--- src/rtl/pc_pkg.sv ---
// Shared encodings for the PC/call sequencer and the instruction decoder.
//   OP_*    : 2-bit request opcodes carried on OP
//   IDLE,
//   RET_WAIT,
//   FAULT   : sequencer state encodings
package pc_pkg;

    localparam int unsigned OP_WIDTH = 2;

    localparam logic [OP_WIDTH-1:0] OP_NEXT = 2'b00;
    localparam logic [OP_WIDTH-1:0] OP_JMP  = 2'b01;
    localparam logic [OP_WIDTH-1:0] OP_CALL = 2'b10;
    localparam logic [OP_WIDTH-1:0] OP_RET  = 2'b11;

    localparam int unsigned ST_WIDTH = 2;

    localparam logic [ST_WIDTH-1:0] IDLE     = 2'd0;
    localparam logic [ST_WIDTH-1:0] RET_WAIT = 2'd1;
    localparam logic [ST_WIDTH-1:0] FAULT    = 2'd2;

endpackage

--- src/rtl/pc_call_ctrl.sv ---
// Program counter and call/return sequencer in front of a return-address stack.
// Ports:
//   CLK, nRST        : clock, async active-low reset (shared with the stack)
//   OP_VALID, OP     : decoder request, accepted only in IDLE
//   TARGET           : JMP/CALL destination
//   PC               : registered program counter
//   BUSY             : high while waiting for popped return address
//   ERR_OVF, ERR_UNF : sticky stack overflow / underflow faults (PC frozen)
//   STK_DATA_IN, STK_CE, STK_nRW : push/pop command to the stack
//   STK_DATA_OUT, STK_FULL, STK_EMPTY : stack read data and status
module pc_call_ctrl
    import pc_pkg::*;
#(
    parameter int unsigned              ADDR_WIDTH   = 8,
    parameter logic [ADDR_WIDTH-1:0]    RESET_VECTOR = '0
) (
    input  logic                  CLK,
    input  logic                  nRST,
    input  logic                  OP_VALID,
    input  logic [1:0]            OP,
    input  logic [ADDR_WIDTH-1:0] TARGET,
    output logic [ADDR_WIDTH-1:0] PC,
    output logic                  BUSY,
    output logic                  ERR_OVF,
    output logic                  ERR_UNF,
    output logic [ADDR_WIDTH-1:0] STK_DATA_IN,
    output logic                  STK_CE,
    output logic                  STK_nRW,
    input  logic [ADDR_WIDTH-1:0] STK_DATA_OUT,
    input  logic                  STK_FULL,
    input  logic                  STK_EMPTY
);

    logic [ST_WIDTH-1:0]   state_q, state_d;
    logic [ADDR_WIDTH-1:0] pc_q, pc_d;
    logic                  ovf_q, ovf_d;
    logic                  unf_q, unf_d;
    logic [ADDR_WIDTH-1:0] pc_inc;

    // Wraps naturally at 2^ADDR_WIDTH.
    assign pc_inc = pc_q + ADDR_WIDTH'(1);

    always_comb begin
        state_d     = state_q;
        pc_d        = pc_q;
        ovf_d       = ovf_q;
        unf_d       = unf_q;
        STK_CE      = 1'b0;
        STK_nRW     = 1'b0;
        STK_DATA_IN = '0;

        case (state_q)
            IDLE: begin
                if (OP_VALID) begin
                    case (OP)
                        OP_NEXT: pc_d = pc_inc;
                        OP_JMP:  pc_d = TARGET;
                        OP_CALL: begin
                            if (!STK_FULL) begin
                                STK_CE      = 1'b1;
                                STK_nRW     = 1'b1;
                                STK_DATA_IN = pc_inc;
                                pc_d        = TARGET;
                            end else begin
                                ovf_d   = 1'b1;
                                state_d = FAULT;
                            end
                        end
                        default: begin  // OP_RET
                            if (!STK_EMPTY) begin
                                STK_CE  = 1'b1;
                                STK_nRW = 1'b0;
                                state_d = RET_WAIT;
                            end else begin
                                unf_d   = 1'b1;
                                state_d = FAULT;
                            end
                        end
                    endcase
                end
            end
            // Popped address appears on STK_DATA_OUT one cycle after the pop edge.
            RET_WAIT: begin
                pc_d    = STK_DATA_OUT;
                state_d = IDLE;
            end
            FAULT: begin
                // Terminal until reset.
            end
            default: state_d = IDLE;
        endcase
    end

    always_ff @(posedge CLK or negedge nRST) begin
        if (!nRST) begin
            state_q <= IDLE;
            pc_q    <= RESET_VECTOR;
            ovf_q   <= 1'b0;
            unf_q   <= 1'b0;
        end else begin
            state_q <= state_d;
            pc_q    <= pc_d;
            ovf_q   <= ovf_d;
            unf_q   <= unf_d;
        end
    end

    assign PC      = pc_q;
    assign BUSY    = (state_q == RET_WAIT);
    assign ERR_OVF = ovf_q;
    assign ERR_UNF = unf_q;

endmodule

--- config.mk ---
export PLATFORM = sky130hd
export DESIGN_NAME = pc_call_ctrl
export DESIGN_NICKNAME = d
export VERILOG_FILES = /design/src/rtl/pc_pkg.sv /design/src/rtl/pc_call_ctrl.sv
export SDC_FILE = /design/constraint.sdc
export NUM_CORES = 1
export LEC_CHECK = 0
export BUFFER_PORTS_ARGS = -buffer_cell sky130_fd_sc_hd__buf_4
export CORE_UTILIZATION = 49
export CTS_CLUSTER_SIZE = 24
export DETAILED_ROUTE_END_ITERATION = 12
export GPL_ROUTABILITY_DRIVEN = 0
export PLACE_DENSITY = 0.85
export SLEW_MARGIN = 20
export SYNTH_ARGS = -nofsm -noshare
export SYNTH_HDL_FRONTEND = slang
export SYNTH_SLANG_ARGS = --single-unit
--- constraint.sdc ---
create_clock -name CLK -period 2.8 [get_ports CLK]
set_input_delay 0.56 -clock CLK [delete_from_list [all_inputs] [get_ports CLK]]
set_output_delay 0.56 -clock CLK [all_outputs]
set_load 0.01 [all_outputs]
* Word-level counts from Yosys, hierarchy flattened
Index checks and enable logic that the tools add are counted.
** Storage, ports and cells
- Bits in registers :: 12
- Input bits :: 23
- Output and inout bits :: 21
** Operators by class
- Add/subtract/negate cells :: 1
- Equal/unequal tests :: 9
- Mux-type cells :: 21
- Bitwise logic cells :: 2
- Reduce and logical (&&, ||, !) cells :: 9
** Operators by type and width (number)
- two-way mux 8 bit :: 6
- one-hot mux 8 bit (3 select lines) :: 1
- one-hot mux 8 bit (2 select lines) :: 1
- AND reduction 4 bit :: 4
- adder 8 x 1 -> 8 bit (second input constant) :: 1
- one-hot mux 2 bit (2 select lines) :: 2
- two-way mux 1 bit :: 7
- two-way mux 2 bit :: 3
- inequality test 3 bit (second input constant) :: 2
- == test 2 x 1 -> 1 bit (second input constant) :: 2
- == test 2 bit (second input constant) :: 2
- logical NOT 2 bit :: 2
- inequality test 2 bit (second input constant) :: 2
- inequality test 4 bit (second input constant) :: 1
- OR reduction 3 bit :: 1
- NOT 1 bit :: 2
- one-hot mux 1 bit (2 select lines) :: 1
- nonzero test 2 bit :: 1
- OR reduction 2 bit :: 1

* Longest topological paths before layout
- Depth in word-level cells :: 5
- Mapped depth :: 7

* Least setup slack after synthesis
Ideal clock, no wire load.
- Path type :: input -> output
- From :: input port OP[0]
- To :: output port STK_DATA_IN[2]
- Data arrival time :: 1.413 ns
- Data required time :: 2.240 ns
- Path slack :: 0.827 ns
- Stages on the path :: 5
- Path through :: inv_1 > ha_1 > nor2b_1 > nand2_1 > nor2_1
** On the way
- Cells in the longest elaborated chain, start to end :: 4
** RTL lines
- start: declaration :: line pc_call_ctrl.sv:20 : input logic [1:0] OP,
- == test 2 bit :: line pc_call_ctrl.sv:55 : case (OP)
- two-way mux 8 bit :: line pc_call_ctrl.sv:55
- two-way mux 8 bit :: line pc_call_ctrl.sv:54 : if (OP_VALID) begin
- two-way mux 8 bit :: line pc_call_ctrl.sv:52 : case (state_q)
- end: declaration :: line pc_call_ctrl.sv:26 : output logic [ADDR_WIDTH-1:0] STK_DATA_IN,
Every way passes these cells.

* Final worst setup path
- From :: input port OP[0]
- To :: output port STK_DATA_IN[1]
Same word-level chain as after synthesis.

==> flow_summary.html <==
<table>
<tr><th>Metric</th><th>Value</th></tr>
<tr><th colspan="2">Status</th></tr>
<tr><td>Status</td><td>complete, no violations</td></tr>
<tr><th colspan="2">Detailed routing</th></tr>
<tr><td>First drt pass iteration count</td><td>4</td></tr>
<tr><td>Total DRC errors in the routed layout</td><td>0</td></tr>
<tr><td>Vias per Instance</td><td>roughly 5.5</td></tr>
<tr><td>Drt first-iter violations</td><td>50</td></tr>
<tr><td>Routed WL per cell</td><td>between 10 and 15 um</td></tr>
<tr><td>Total Routed Length</td><td>about 2600 um</td></tr>
<tr><td>Total via count after detailed routing</td><td>approximately 1000</td></tr>
<tr><td>Number of routed nets with antenna violations</td><td>0</td></tr>
<tr><th colspan="2">Clock network</th></tr>
<tr><td>Number of post-CTS setup repair buffers</td><td>0</td></tr>
<tr><td>Root buffer cell</td><td>sky130_fd_sc_hd__clkbuf_4</td></tr>
<tr><td>Clock H-tree levels</td><td>1</td></tr>
<tr><td>Clock tree from TritonCTS</td><td>done</td></tr>
<tr><td>Cts-stage hold buffer count</td><td>0</td></tr>
<tr><td>Cts bufs inserted</td><td>3</td></tr>
<tr><td>Clock slew seen by the registers of the worst setup and hold paths</td><td>roughly 0.080 ns</td></tr>
<tr><td>Sink count of the clock tree</td><td>12</td></tr>
<tr><td>CTS max path bufs</td><td>2</td></tr>
<tr><td>Insertion delay of the later-clocked pin in the worst-skew pair</td><td>0.29 ns</td></tr>
<tr><td>Post-cts gate resize count</td><td>0</td></tr>
<tr><th colspan="2">Worst setup path</th></tr>
<tr><td>Worst path arrival time</td><td>between 1.5 and 2 ns</td></tr>
<tr><td>Critical Path Start Type</td><td>input pin</td></tr>
<tr><td>Worst Path Class, Setup</td><td>input pin to output pin</td></tr>
<tr><td>Largest fanout on the critical path</td><td>8</td></tr>
<tr><td>Endpoint kind of the worst setup timing path</td><td>output pin</td></tr>
<tr><td>Required time worst endpoint</td><td>roughly 2.2 ns</td></tr>
<tr><th colspan="2">Logic synthesis</th></tr>
<tr><td>Seq/Total Area, Yosys</td><td>0.322</td></tr>
<tr><td>Nets in the synthesized netlist</td><td>about 140</td></tr>
<tr><td>Synth warn</td><td>0</td></tr>
<tr><td>Asr flop ratio synth</td><td>1.00</td></tr>
<tr><td>Count of flip-flops with a built-in enable after synthesis</td><td>0</td></tr>
<tr><td>Distinct cell type count of the synthesized netlist</td><td>35</td></tr>
<tr><td>#FFs+latches synth</td><td>12</td></tr>
<tr><td>Most numerous cell types in the synthesized netlist</td><td>sky130_fd_sc_hd__nor2_1, sky130_fd_sc_hd__nand2_1, sky130_fd_sc_hd__dfrtp_1, sky130_fd_sc_hd__inv_1, sky130_fd_sc_hd__o21ai_0</td></tr>
<tr><td>Ys flop type</td><td>sky130_fd_sc_hd__dfrtp_1</td></tr>
<tr><td>Summed instance area of the synthesized netlist</td><td>a little over 900 um^2</td></tr>
<tr><td>Leading cell type by number of instances after synthesis</td><td>sky130_fd_sc_hd__nor2_1</td></tr>
<tr><td>Cell type contributing the most total cell area after synthesis</td><td>sky130_fd_sc_hd__dfrtp_1</td></tr>
<tr><td>Cell types occupying the most area after synthesis</td><td>sky130_fd_sc_hd__dfrtp_1, sky130_fd_sc_hd__ha_1, sky130_fd_sc_hd__nor2_1</td></tr>
<tr><td>Avg Synthesized Cell Area</td><td>a little over 8 um^2</td></tr>
<tr><td>Area share of the leading cell type in the synthesized netlist</td><td>0.322</td></tr>
<tr><td>Gate count after technology mapping</td><td>between 100 and 150</td></tr>
<tr><th colspan="2">Placement</th></tr>
<tr><td>Number of buffers added on ports</td><td>43</td></tr>
<tr><td>Post-detailed-placement half-perimeter wirelength</td><td>between 1500 and 2000 um</td></tr>
<tr><th colspan="2">Timing</th></tr>
<tr><td>Slew at the pin closest to its max-slew limit</td><td>0.431 ns</td></tr>
<tr><td>Max Freq</td><td>between 0.4 and 0.5 GHz</td></tr>
<tr><td>Worst clock skew on the final layout</td><td>between 0.01 and 0.015 ns</td></tr>
<tr><td>Worst-case headroom to the max-slew limit</td><td>0.713</td></tr>
<tr><td>Final Hold Vio Count</td><td>0</td></tr>
<tr><td>Finish-stage setup viols</td><td>0</td></tr>
<tr><td>Number of max-slew violations in the final report</td><td>0</td></tr>
<tr><td>Crit path time final</td><td>between 2 and 2.5 ns</td></tr>
<tr><td>Tcrit/Tclk final</td><td>0.857</td></tr>
<tr><td>Setup Total Neg Slack</td><td>0 ns</td></tr>
<tr><td>Setup repair after global routing missed its margin</td><td>false</td></tr>
<tr><th colspan="2">Floorplanning</th></tr>
<tr><td>I/O Pins</td><td>44</td></tr>
<tr><td>Die Ht</td><td>45.6 um</td></tr>
<tr><td>Die area</td><td>between 2000 and 2500 um^2</td></tr>
<tr><td>DIE WIDTH</td><td>roughly 46 um</td></tr>
<tr><td>Core area</td><td>roughly 1800 um^2</td></tr>
<tr><td>Count of standard-cell rows</td><td>15</td></tr>
<tr><td>Starting utilization of the core area</td><td>0.529</td></tr>
<tr><th colspan="2">Cells and area</th></tr>
<tr><td>Register Area</td><td>about 300 um^2</td></tr>
<tr><td>Filler Cell Count</td><td>139</td></tr>
<tr><td>Area of the multi-input gates</td><td>approximately 590 um^2</td></tr>
<tr><td>Share of layout cells above drive strength 1</td><td>0.342</td></tr>
<tr><td>Antenna diode count</td><td>0</td></tr>
<tr><td>Final Core Density</td><td>0.742</td></tr>
<tr><td>Area growth from synthesis to layout</td><td>40.2%</td></tr>
<tr><td>Number of nets in the finished design</td><td>189</td></tr>
<tr><th colspan="2">Power and ir drop</th></tr>
<tr><td>Power per unit of standard cell area</td><td>775 nW/um^2</td></tr>
<tr><td>Largest vdd supply drop</td><td>~540 uV</td></tr>
<tr><td>Lkg Pwr</td><td>about 0.65 nW</td></tr>
<tr><th colspan="2">GRT</th></tr>
<tr><td>Global Route Usage Sum</td><td>0.263</td></tr>
<tr><td>Number of antenna violations at the first check in global routing</td><td>0</td></tr>
<tr><td>Largest net degree at the start of global routing</td><td>15</td></tr>
<tr><td>Residual overflow from global routing</td><td>0</td></tr>
<tr><td>Global route hottest layer</td><td>met2</td></tr>
<tr><td>Number of global-route vias before repair</td><td>about 860</td></tr>
<tr><td>Wire length of the first global-routing pass</td><td>roughly 3800 um</td></tr>
<tr><td>Global routing usage on met2</td><td>0.446</td></tr>
<tr><td>Global-route track usage on met1</td><td>0.326</td></tr>
<tr><td>Met3 GRT Util</td><td>0.0357</td></tr>
<tr><th colspan="2">Flow run</th></tr>
<tr><td>Maxcap violations</td><td>0</td></tr>
<tr><th colspan="2">Min path</th></tr>
<tr><td>Class of the tightest hold or removal check</td><td>input pin to asynchronous set/reset pin</td></tr>
</table>
==> kinds of logic (layout without fill, tap and decap cells) <==
family,Yosys count,count (layout),share of synthesized area
buffers and inverters,11,56,0.0456
xor gates and xnor gates,5,5,0.0469
AOI/OAI and AO/OA,27,27,0.204
adders and majority gates,6,6,0.0804
DFF,12,12,0.322
muxes,5,5,0.0536
and+or+nand+nor,47,47,0.248
==> through the flow <==
step / instance area [um^2] / setup WS, ns / instances / hold WS, ns / power [mW]
finish: 1310 / 0.401 / 183 / 0.0941 / 1.01
global route: 1310 / 0.352 / 183 / 0.106 / 1.09
CTS: 1310 / 0.443 / 183 / 0.104 / 1.01
detailed placement: 1290 / 0.443 / 180 / 0.411 / 0.898
global placement: 1290 / 0.540 / 180 / 0.409 / 0.882
floorplan: 933 / 0.827 / 113 / 0.264 / 0.674
==> final timing paths <==
path / startpoint / to / slack [ns] / cells past startpoint
worst max register to register: state_q[1] / PC[7] / 1.15 / 5
min in group CLK: STK_EMPTY / state_q[0] / 0.46 / 2
worst min register to register: ERR_UNF / ERR_UNF / 0.48 / 1
worst min-delay path: nRST / PC[7] / 0.09 / 1
max in group asynchronous: nRST / ERR_OVF / 2.53 / 1
worst max-delay path: OP[0] / STK_DATA_IN[1] / 0.40 / 7
==> critical path, stage by stage <==
cell                      delay (ns)
sky130_fd_sc_hd__buf_4          0.13
sky130_fd_sc_hd__inv_1          0.08
sky130_fd_sc_hd__ha_1           0.24
sky130_fd_sc_hd__nor2b_1        0.24
sky130_fd_sc_hd__nand2_1        0.22
sky130_fd_sc_hd__nor2_1         0.21
sky130_fd_sc_hd__buf_4          0.16
==> where the power goes <==
group          total (mW)  internal (mW)  switching [mW]
combinational       0.539          0.283           0.256
clock               0.112         0.0500          0.0623
sequential          0.364          0.252           0.112
total                1.01          0.584           0.430
==> area by class of cell <==
| class | count | area share |
|---|---|---|
| Sequential cell | 12 | 0.229 |
| Multi-Input combinational cell | 90 | 0.451 |
| Timing Repair Buffer | 44 | 0.252 |
| Tap cell | 25 | 0.0239 |
| Inverter | 9 | 0.0258 |
| Clock buffer | 3 | 0.0172 |
==> layout by cell type (no fill, tap or decap), drive strengths merged, types with 2 or more instances in the layout <==
cell and count:
o22a 2, a21oi 4, xor2 2, ha 6, nand3 3, mux2i 5
a21o 2, nand2 13, nand2b 4, dfrtp 12, o21ai 9, nor3 2
clkbuf 3, o21a 2, xnor2 3, a31o 2, inv 8, buf 44
nor2b 5, nor2 15, or3 2
==> registers in the layout, summed over array words and instances, names as in the netlist <==
signal,flops
ERR_OVF,1
ERR_UNF,1
PC,8
state_q,2
==> routing by layer <==
metal	part of all wire	vias to the layer above
met5	0	-
met4	0.018	0
met3	0.070	6
met2	0.49	51
met1	0.42	469
li1	-	487
(Power assumes the default switching activity.)
